`config.mk`:
```
export PLATFORM = sky130hd
export DESIGN_NAME = load_store_unit
export DESIGN_NICKNAME = d
export VERILOG_FILES = /design/src/rtl/load_store_unit.sv
export SDC_FILE = /design/constraint.sdc
export NUM_CORES = 1
export LEC_CHECK = 0
export ABC_CLOCK_PERIOD_IN_PS = 1750
export CORE_UTILIZATION = 45
export CTS_BUF_LIST = sky130_fd_sc_hd__clkbuf_8
export CTS_CLUSTER_SIZE = 30
export DETAILED_ROUTE_END_ITERATION = 8
export PLACE_DENSITY = 0.78
export SYNTH_ARGS = -nofsm -noshare
export SYNTH_HDL_FRONTEND = slang
export SYNTH_SLANG_ARGS = --single-unit
```
`constraint.sdc`:
```
create_clock -name clk -period 1.75 [get_ports clk]
set_input_delay 0.35 -clock clk [delete_from_list [all_inputs] [get_ports clk]]
set_output_delay 0.35 -clock clk [all_outputs]
set_load 0.02 [all_outputs]
```
`src/rtl/load_store_unit.sv`:
```
// Byte-addressed LSU in front of a word memory: 2-cycle loads/word stores, 3-cycle RMW sub-word stores, 1-cycle errors.
// One request in flight (reqReady only in IDLE), no response backpressure; LSU_MISALIGN_TRAP_EN enables the alignment trap.
module load_store_unit (
    input  logic        clk,
    input  logic        rst,
    input  logic        reqValid,
    output logic        reqReady,
    input  logic        reqWrite,
    input  logic [1:0]  reqSize,
    input  logic        reqSigned,
    input  logic [17:0] reqAddr,
    input  logic [31:0] reqData,
    output logic        respValid,
    output logic [31:0] respData,
    output logic        respErr,
    output logic        memWrite,
    output logic [15:0] memAddress,
    output logic [31:0] memDataOut,
    input  logic [31:0] memDataIn
);

    typedef enum logic [2:0] {
        S_IDLE     = 3'd0,
        S_LOAD     = 3'd1,
        S_RMW_READ = 3'd2,
        S_STORE    = 3'd3,
        S_RESP     = 3'd4
    } state_t;

    localparam logic [1:0] SZ_BYTE = 2'b00;
    localparam logic [1:0] SZ_HALF = 2'b01;
    localparam logic [1:0] SZ_WORD = 2'b10;

    state_t      state_q, state_d;
    logic [17:0] addr_q, addr_d;
    logic [1:0]  size_q, size_d;
    logic        sgn_q, sgn_d;
    logic [31:0] wdata_q, wdata_d;
    logic        err_q, err_d;
    logic [31:0] merge_q, merge_d;
    logic [31:0] rdata_q, rdata_d;

    logic        req_err;
    logic [1:0]  req_size;
    logic        accept;

`ifdef LSU_MISALIGN_TRAP_EN
    assign req_err  = (reqSize == 2'b11)
                    | ((reqSize == SZ_HALF) & reqAddr[0])
                    | ((reqSize == SZ_WORD) & (reqAddr[1:0] != 2'b00));
    assign req_size = reqSize;
`else
    // No trap: size 11 behaves as a word; low address bits are simply not used for the lane.
    assign req_err  = 1'b0;
    assign req_size = (reqSize == 2'b11) ? SZ_WORD : reqSize;
`endif

    assign accept = reqValid & (state_q == S_IDLE);

    // Lane extraction and merge operate on the latched request only.
    logic [7:0]  lane_byte;
    logic [15:0] lane_half;
    logic [31:0] load_val;
    logic [31:0] merge_val;

    always_comb begin
        lane_byte = 8'h00;
        case (addr_q[1:0])
            2'd0:    lane_byte = memDataIn[7:0];
            2'd1:    lane_byte = memDataIn[15:8];
            2'd2:    lane_byte = memDataIn[23:16];
            default: lane_byte = memDataIn[31:24];
        endcase
        lane_half = addr_q[1] ? memDataIn[31:16] : memDataIn[15:0];

        load_val = memDataIn;
        case (size_q)
            SZ_BYTE: load_val = {{24{sgn_q & lane_byte[7]}}, lane_byte};
            SZ_HALF: load_val = {{16{sgn_q & lane_half[15]}}, lane_half};
            default: load_val = memDataIn;
        endcase

        merge_val = memDataIn;
        case (size_q)
            SZ_BYTE: begin
                case (addr_q[1:0])
                    2'd0:    merge_val[7:0]   = wdata_q[7:0];
                    2'd1:    merge_val[15:8]  = wdata_q[7:0];
                    2'd2:    merge_val[23:16] = wdata_q[7:0];
                    default: merge_val[31:24] = wdata_q[7:0];
                endcase
            end
            SZ_HALF: begin
                if (addr_q[1]) merge_val[31:16] = wdata_q[15:0];
                else           merge_val[15:0]  = wdata_q[15:0];
            end
            default: merge_val = wdata_q;
        endcase
    end

    always_ff @(posedge clk or negedge rst) begin
        if (!rst) state_q <= S_IDLE;
        else      state_q <= state_d;
    end

    always_comb begin
        state_d = state_q;
        case (state_q)
            S_IDLE: begin
                if (reqValid) begin
                    if (req_err)                 state_d = S_RESP;
                    else if (!reqWrite)          state_d = S_LOAD;
                    else if (req_size == SZ_WORD) state_d = S_STORE;
                    else                         state_d = S_RMW_READ;
                end
            end
            S_LOAD:     state_d = S_RESP;
            S_RMW_READ: state_d = S_STORE;
            S_STORE:    state_d = S_RESP;
            S_RESP:     state_d = S_IDLE;
            default:    state_d = S_IDLE;
        endcase
    end

    always_comb begin
        reqReady  = (state_q == S_IDLE);
        memWrite  = (state_q == S_STORE);
        respValid = (state_q == S_RESP);
        respErr   = (state_q == S_RESP) & err_q;
    end

    always_comb begin
        addr_d  = addr_q;
        size_d  = size_q;
        sgn_d   = sgn_q;
        wdata_d = wdata_q;
        err_d   = err_q;
        merge_d = merge_q;
        rdata_d = rdata_q;
        if (accept) begin
            addr_d  = reqAddr;
            size_d  = req_size;
            sgn_d   = reqSigned;
            wdata_d = reqData;
            err_d   = req_err;
            merge_d = reqData;
            rdata_d = 32'h0;
        end else if (state_q == S_LOAD) begin
            rdata_d = load_val;
        end else if (state_q == S_RMW_READ) begin
            merge_d = merge_val;
        end
    end

    always_ff @(posedge clk or negedge rst) begin
        if (!rst) begin
            addr_q  <= 18'h0;
            size_q  <= 2'b00;
            sgn_q   <= 1'b0;
            wdata_q <= 32'h0;
            err_q   <= 1'b0;
            merge_q <= 32'h0;
            rdata_q <= 32'h0;
        end else begin
            addr_q  <= addr_d;
            size_q  <= size_d;
            sgn_q   <= sgn_d;
            wdata_q <= wdata_d;
            err_q   <= err_d;
            merge_q <= merge_d;
            rdata_q <= rdata_d;
        end
    end

    assign memAddress = addr_q[17:2];
    assign memDataOut = merge_q;
    assign respData   = rdata_q;

endmodule

```
; Yosys cells after proc, flatten, opt, wreduce, memory -nomap -nowiden
; Cells that the tools add are included.
[classes]
n_mux = 20
reduce_logical = 8
n_bitwise = 3
n_eq_ne = 11
[op_table]
columns = op, count
row1 = $mux 32, 5
row2 = $pmux 32 s2, 2
row3 = $mux 16, 3
row4 = $mux 8, 4
row5 = $pmux 8 s3, 1
row6 = $pmux 3 s3, 1
row7 = $eq 2x2->1 const B, 3
row8 = $eq 3x2->1 const B, 2
row9 = $eq 2x1->1 const B, 2
row10 = $logic_not 2->1, 2
row11 = $mux 2, 2
row12 = $ne 2x2->1 const B, 2
row13 = $reduce_bool 2->1, 2
row14 = $and 1x1->1, 3
row15 = $eq 3x1->1 const B, 1
row16 = $eq 3x3->1 const B, 1
row17 = $logic_not 3->1, 1
row18 = $mux 3, 1
row19 = $reduce_or 3->1, 1
row20 = $reduce_and 2->1, 1
row21 = $reduce_or 2->1, 1
row22 = $mux 1, 1
[totals]
ff_bits = 120
wordCells = 49
output_inout_bits = 84

; Logic depth before layout (Yosys ltp)
; Gate-level depths: netlist (run 1).
[depth]
ltp_word = 7
mapped_depth = 7
depth_no_buf = 4

; Least setup slack after synthesis (run 1)
; OpenSTA, ideal clock, no wires.
[synth_timing]
path_kind = reg-to-output
start = reg state_q[1]
end = out respValid
path_slack_ns = -0.053
stages_incl_launch_ff = 5
t_arrival_ns = 1.453
path_cell_list = dfrtp_1 > buf_2 > clkbuf_1 > buf_1 > nor3b_1
[synth_via]
elab_chain_cells = 1
[synth_lines]
columns = item, line
row1 = "start, declared", 34  ; state_t state_q, state_d;
row2 = "start signal, assigned", 103  ; else state_q <= state_d;
row3 = $eq 3x3->1, --
row4 = "end, declared", 13  ; output logic respValid,
; Every way passes these cells.

; Worst setup path after layout (run 1)
[layout_timing]
start = reg state_q[0]
end = reg rdata_q[16], in the netlist respData[16]
[layout_via]
elab_chain_cells = 3
elab_cells_between_ends = 5
[layout_lines]
columns = item, line
row1 = $logic_not 3->1, 58  ; assign accept = reqValid & (state_q == S_IDLE);
row2 = $and 1x1->1, 58
row3 = $mux 32 or $reduce_bool 2->1 (tied branches), --
row4 = "end signal, assigned", 171  ; rdata_q <= rdata_d;
row5 = "end, declared", 41  ; logic [31:0] rdata_q, rdata_d;
; Parallel ways exist; a longest one is shown, timed or not.
; A chain may end at the register's enable or synchronous reset.

==> results.cfg, run 1 <==
[outcome]
status = finished, violations left
failed_checks = negative setup slack

[worst_setup_path]
endpoint_kind = flip-flop
worstSetupPathType = reg2reg
crit_chain = buf_4 -> nor4b_4 -> buf_6 -> nor2_4 -> clkbuf_16 -> a22oi_1 -> nand2_1
path_max_fanout = 7
arrival_ns = 2.12
slowest_delay_ns = 0.45
path_buf_inv = 3
worst_ep_required_time_ns = 2.08
critPathLaunchType = flip-flop
cp_top_family = buffers and inverters
slowest_stage = dfrtp_2

[yosys]
synth-seq-area-share_pct = 47.4
syn_nets = 784
yosysTopAreaCellShare_pct = 47.4
synth_edf_count = 0
synth_cells = 695
synth_fa_ha_area_share_pct = 0
yosysUniqueCellTypes = 45
synth_xor_area_share_pct = 0
synth_flop_cell = dfrtp_1
synth.yosys.warnings = 0
syn_area_sq_mm = 0.00634
postSynthAreaPerCell_sq_um = 9.12
synth-seq-cells = 120
synthMuxAreaShare_pct = 6.83
yosysTopAreaCell = dfrtp_1
yosys.area_share.simple_pct = 18.9
synth_compound_area_share_pct = 20.7
synth_area_leaders = dfrtp_1 (47%), nand2_1 (12%), mux2i_1 (5.1%), a22o_1 (3.5%), a21oi_1 (3.4%)
synth_top_family_by_area = compound AO/OA/AOI/OAI gates
synth_async_sr_flop_share_pct = 100

[detailed_routing]
first_pass_iters = 6
wl_met1_um = 9300
dr_total_vias = 6458
dr.max_layer_used = met4
viasPerCell = 5.99
wirelength_um = 22900
routedWlPerCell_um = 21.3
drtIter0Drc = 734
drc = 0
dr_wl_met2_um = 10900
wl_met3_um = 1770
ant_nets = 0

[power]
p_int_w = 0.00996
pwr_density_cell_mw_per_mm2 = 1930
pwr-share-clk_pct = 15.2
combPwrFrac_pct = 56.7
power_switching_w = 0.00769
ir_drop_uv = 888
swShare_pct = 43.6
share_seq_of_total_power_pct = 28.2
total_leakage_power_nw = 4.53

[floorplanning]
dieArea_sq_mm = 0.0146
start_util_pct = 46.9
io_pins = 173
rows = 42
core-area_sq_mm = 0.0135
die_height_um = 121
fp.dieW_um = 121

[finish]
n_antenna_cell = 0
drive_gt1_share_pct = 16.3
final_cell_mix = nand2_1 (195), dfrtp_1 (116), clkdlybuf4s50_1 (87)
syn_to_final_growth_pct = 44.3
final_common_cell = nand2_1
fin_nets = 978
stdcell_count = 1078

[clocking]
clk_pin_slew_worst_paths_ns = 0.07
tritoncts = done
cts.root.buffer_cell = clkbuf_8
cts.sinks = 120
cts_buffer_depth = 2
htreeDepth = 4
clock_latency_ns = 0.46
cts-buffers-inserted = 17

[global_routing]
first_global_vias = 6337
antenna_found_initial = 0
grt_usage_pct = 31.6
grt_max_degree = 55
grt_overflow = 0
grt_first_pass_wirelength_um = 34700

[sta]
fmax_ghz = 0.559
finalCritPeriodShare_pct = 102
final_hold_viol_count = 0
layout_setup_ws_ns = -0.0403
fin_worst_skew_ns = 0.0129
rsz0062_at_grt = true
slew_headroom_pct = 65.0
finalSetupViolations = 8
fin_crit_ns = 1.79
tightest_slew_ns = 0.525
slew_violations = 0

[placed_design]
dp_hpwl_um = 16000
place_ws_ns = -0.341
dp.cells = 1030
gp_congestion = 0.923
port_buffers = 171

[worst_hold_path]
hold_class = in2async

[job]
max-cap-violations = 0
-- power groups by stage --
stage / Sequential (W) / Combinational [W] / Clock (W)
6_report: 0.00497 / 0.0100 / 0.00268
2_1_floorplan: 0.00531 / 0.00533 / 0
3_5_place_dp: 0.00498 / 0.00950 / 0
3_3_place_gp: 0.00493 / 0.00922 / 0
4_1_cts: 0.00492 / 0.00911 / 0.00269
5_1_grt: 0.00510 / 0.0108 / 0.00283
-- final cells by class --
| type | instances | area (sq um) |
|---|---|---|
| multi-input cells | 502 | 3030 |
| inverters | 2 | 11.3 |
| well taps | 176 | 220 |
| clock inverters | 11 | 129 |
| flip-flops and latches | 120 | 3010 |
| repair buffers | 246 | 2450 |
| clock buffers | 21 | 289 |
| fillers | 1085 | 4370 |
-- metal layers --
| layer | track usage (%) | vias to the layer above |
|---|---|---|
| li1 | - | 2831 |
| met1 | 40.7 | 3165 |
| met2 | 51.1 | 386 |
| met3 | 6.75 | 76 |
| met4 | 14.6 | 0 |
| met5 | 0 | - |
-- worst paths after layout --
| check | from | end | slack [ns] | cells past startpoint |
|---|---|---|---|---|
| worst max-delay path | state_q[0] | respData[16] | -0.04 | 7 |
| worst min-delay path | rst | memDataOut[22] | 0.35 | 2 |
| worst max register to register | state_q[0] | respData[16] | -0.04 | 7 |
| worst min register to register | addr_q[4] | addr_q[4] | 0.47 | 2 |
| max in group asynchronous | rst | addr_q[11] | 0.79 | 3 |
| min in group clk | reqAddr[14] | addr_q[14] | 0.43 | 3 |
-- Yosys cell counts (10+ instances only) --
cell and count:
mux2i_1 32, buf_4 19, a221oi_1 10, a21oi_1 43, nor2_1 31, a2bb2oi_1 15
nand2_1 196, buf_2 20, dfrtp_1 120, clkbuf_1 27, o211ai_1 16, a22oi_1 16
o31ai_1 14, nor2b_1 14, a22o_1 25, o21ai_0 21
-- state kept, by name, indices dropped and copies added, names as in the netlist --
name / count
memDataOut: 32
respData: 32
wdata_q: 32
addr_q: 18
size_q: 2
state_q: 3
sgn_q: 1
-- what timing repair did --
action	in CTS	in global routing
endpoints found under the hold margin	22	0
hold buffers	1	0
buffers inserted	5	4
gates cloned	0	6
endpoints found under the setup margin	120	92
gates resized for setup	96	29
pin swaps	2	5
-- kinds of logic (layout without fill, tap and decap cells) --
logic type / count (synthesis) / in the layout
flops: 120 / 120
mux: 41 / 41
simple gates: 275 / 275
other cells: 1 / 1
buf+inv: 73 / 280
compound gates: 185 / 185
-- stage by stage --
stage | utilization (%) | TNS, ns | hold slack [ns] | instance area (sq um) | total power [W]
detailed placement | 62.9 | -12.10 | 0.279 | 8490 | 0.0145
global route | 67.7 | -1.05 | 0.371 | 9140 | 0.0187
global placement | 62.9 | -9.02 | 0.280 | 8490 | 0.0142
floorplan | - | 0 | 0.0544 | 6350 | 0.0106
finish | 67.7 | -0.121 | 0.351 | 9140 | 0.0177
CTS | 65.6 | 0 | 0.343 | 8860 | 0.0167
(Power assumes the default switching activity.)
==> inputs of run 2 (changes only) <==
==> config.mk (replaced) <==
export PLATFORM = sky130hd
export DESIGN_NAME = load_store_unit
export DESIGN_NICKNAME = d
export VERILOG_FILES = /design/src/rtl/load_store_unit.sv
export SDC_FILE = /design/constraint.sdc
export NUM_CORES = 1
export LEC_CHECK = 0
export ABC_CLOCK_PERIOD_IN_PS = 1900
export CORE_UTILIZATION = 50
export CTS_BUF_LIST = sky130_fd_sc_hd__clkbuf_8
export CTS_CLUSTER_SIZE = 30
export DETAILED_ROUTE_END_ITERATION = 8
export PLACE_DENSITY = 0.83
export SYNTH_ARGS = -nofsm -noshare
export SYNTH_HDL_FRONTEND = slang
export SYNTH_SLANG_ARGS = --single-unit
==> constraint.sdc (replaced) <==
create_clock -name clk -period 1.9 [get_ports clk]
set_input_delay 0.38 -clock clk [delete_from_list [all_inputs] [get_ports clk]]
set_output_delay 0.38 -clock clk [all_outputs]
set_load 0.02 [all_outputs]
==> run 2 against run 1 <==
Compared with the run above: the flow finishes with violations (negative hold slack); clock power fell by 19%; count of clock-buffer cells in the layout up 2; register-to-register slack better by 0.09 ns; non-clock buffer count is 26 lower; worst setup slack gained 0.086 ns; critical endpoint is now memDataOut[21]; hold slack lost 0.35 ns; sequential power down 7.6%; critical path depth shrank 2; highest routed layer unchanged; cell count decreased by 3.5%; cell area decreased by 4.3%; combinational power fell by 13%.
==> results.cfg, run 2 (synthesis gave the netlist of run 1 again) <==
[outcome]
status = finished, violations left
failed_checks = negative hold slack

[global_routing]
first_global_vias = 6086
grt_usage_pct = 33.7
grt_first_pass_wirelength_um = 33100
grt_overflow = 0
antenna_found_initial = 0
grt_max_degree = 121

[power]
p_total_w = 0.0155
pwr_density_cell_mw_per_mm2 = 1770
total_leakage_power_nw = 4.06
ir_drop_uv = 924

[detailed_routing]
first_pass_iters = 6
drc = 0
wirelength_um = 21200
routedWlPerCell_um = 20.4
ant_nets = 0
dr_total_vias = 6163
viasPerCell = 5.93
drtIter0Drc = 609

[finish]
final_cell_area_sq_mm = 0.00875
drive_gt1_share_pct = 11.8
fin_nets = 952
fill_cells = 910
final_core_util_pct = 72.0
n_antenna_cell = 0
final_common_cell = nand2_1
final_cell_mix = nand2_1 (196), clkdlybuf4s50_1 (167), dfrtp_1 (118)
syn_to_final_growth_pct = 38.1

[worst_setup_path]
path_max_fanout = 16
slowest_delay_ns = 0.45
endpoint_kind = flip-flop
critPathLaunchType = flip-flop
slowest_stage = dfrtp_2
arrival_ns = 2.18
worst_ep_required_time_ns = 2.23
worstSetupPathType = reg2reg
crit_chain = buf_4 -> buf_4 -> nor2_1 -> nand2_1 -> o31ai_1
critical_path.most_common_cell = buf_4

[floorplanning]
io_pins = 173
dieArea_sq_mm = 0.0131
start_util_pct = 52.1
core-area_sq_mm = 0.0122
die_height_um = 115
fp.dieW_um = 115
rows = 40

[sta]
slew_headroom_pct = 53.8
finalSetupViolations = 0
fmax_ghz = 0.539
hold_ws_ns = -0.000716
fin_crit_ns = 1.85
slew_violations = 0
tightest_slew_ns = 0.691
finalCritPeriodShare_pct = 97.6
final_hold_viol_count = 1
fin_worst_skew_ns = 0.00881

[placed_design]
dp_hpwl_um = 15300
dpl_cell_area_sq_mm = 0.00832
port_buffers = 171
gp_congestion = 0.922

[clocking]
clk_pin_slew_worst_paths_ns = 0.07
cts.root.buffer_cell = clkbuf_8
cts_buffer_depth = 2
cts-buffers-inserted = 17
tritoncts = done
cts.sinks = 120
clock_latency_ns = 0.45
htreeDepth = 4

[worst_hold_path]
hold_class = in2async

[job]
max-cap-violations = 0
-- run 2: cell type report --
type | instances | area, sq um | share of cell area, %
Clock inverter | 5 | 47.5 | 0.543
Clock buffer | 23 | 317 | 3.62
Multi-Input combinational cell | 502 | 2970 | 33.9
Sequential cell | 120 | 3010 | 34.3
Timing Repair Buffer | 220 | 2190 | 25.1
Inverter | 2 | 11.3 | 0.129
Tap cell | 168 | 210 | 2.40
-- run 2: path summary, 6_finish.rpt --
path                                   to  depth (start not counted)       start  slack [ns]
min                           wdata_q[20]                          2         rst     -0.0007
min reg2reg                    addr_q[17]                          2  addr_q[17]        0.48
min in group clk                addr_q[6]                          3  reqAddr[6]        0.46
max reg2reg                memDataOut[21]                          5  state_q[2]        0.05
max in group asynchronous      state_q[1]                          2         rst        1.36
max                        memDataOut[21]                          5  state_q[2]        0.05
-- run 2: through the flow --
stage	setup TNS (ns)	setup WS, ns	std cells
2_1_floorplan	0	0.0667	695
3_3_place_gp	-5.96	-0.197	1008
3_5_place_dp	-8.28	-0.333	1008
4_1_cts	0	0.00121	1036
5_1_grt	-0.00670	-0.00670	1040
6_report	0	0.0455	1040
-- run 2: metal layers --
metal  GRT usage (%)  share of wire (%)  vias to the layer above
met2            54.5                 47                      299
met1            44.0                 43                     3034
met3            6.46                6.4                       60
met4            15.7                3.7                        0
met5               0                  0                        -
li1                -                  -                     2770
-- run 2: worst max-delay path: cells and delay by family, from the launching register on --
| kind | cells | cell delay, ns |
|---|---|---|
| buffers and inverters | 2 | 0.31 |
| AND/OR/NAND/NOR | 2 | 0.54 |
| AO/OA/AOI/OAI | 1 | 0.43 |
| flip-flops | 1 | 0.45 |
-- run 2: report_power, final --
group          total (W)  switching [W]  internal (W)  leakage, nW
Clock            0.00216       0.000960       0.00120        0.198
Sequential       0.00459       0.000906       0.00368         1.52
Combinational    0.00871        0.00480       0.00391         2.35
-- run 2: timing repair --
item	CTS	global route
pin swaps	0	1
hold buffers	0	0
endpoints found under the setup margin	5	13
resized for setup	11	5
setup buffers	0	4
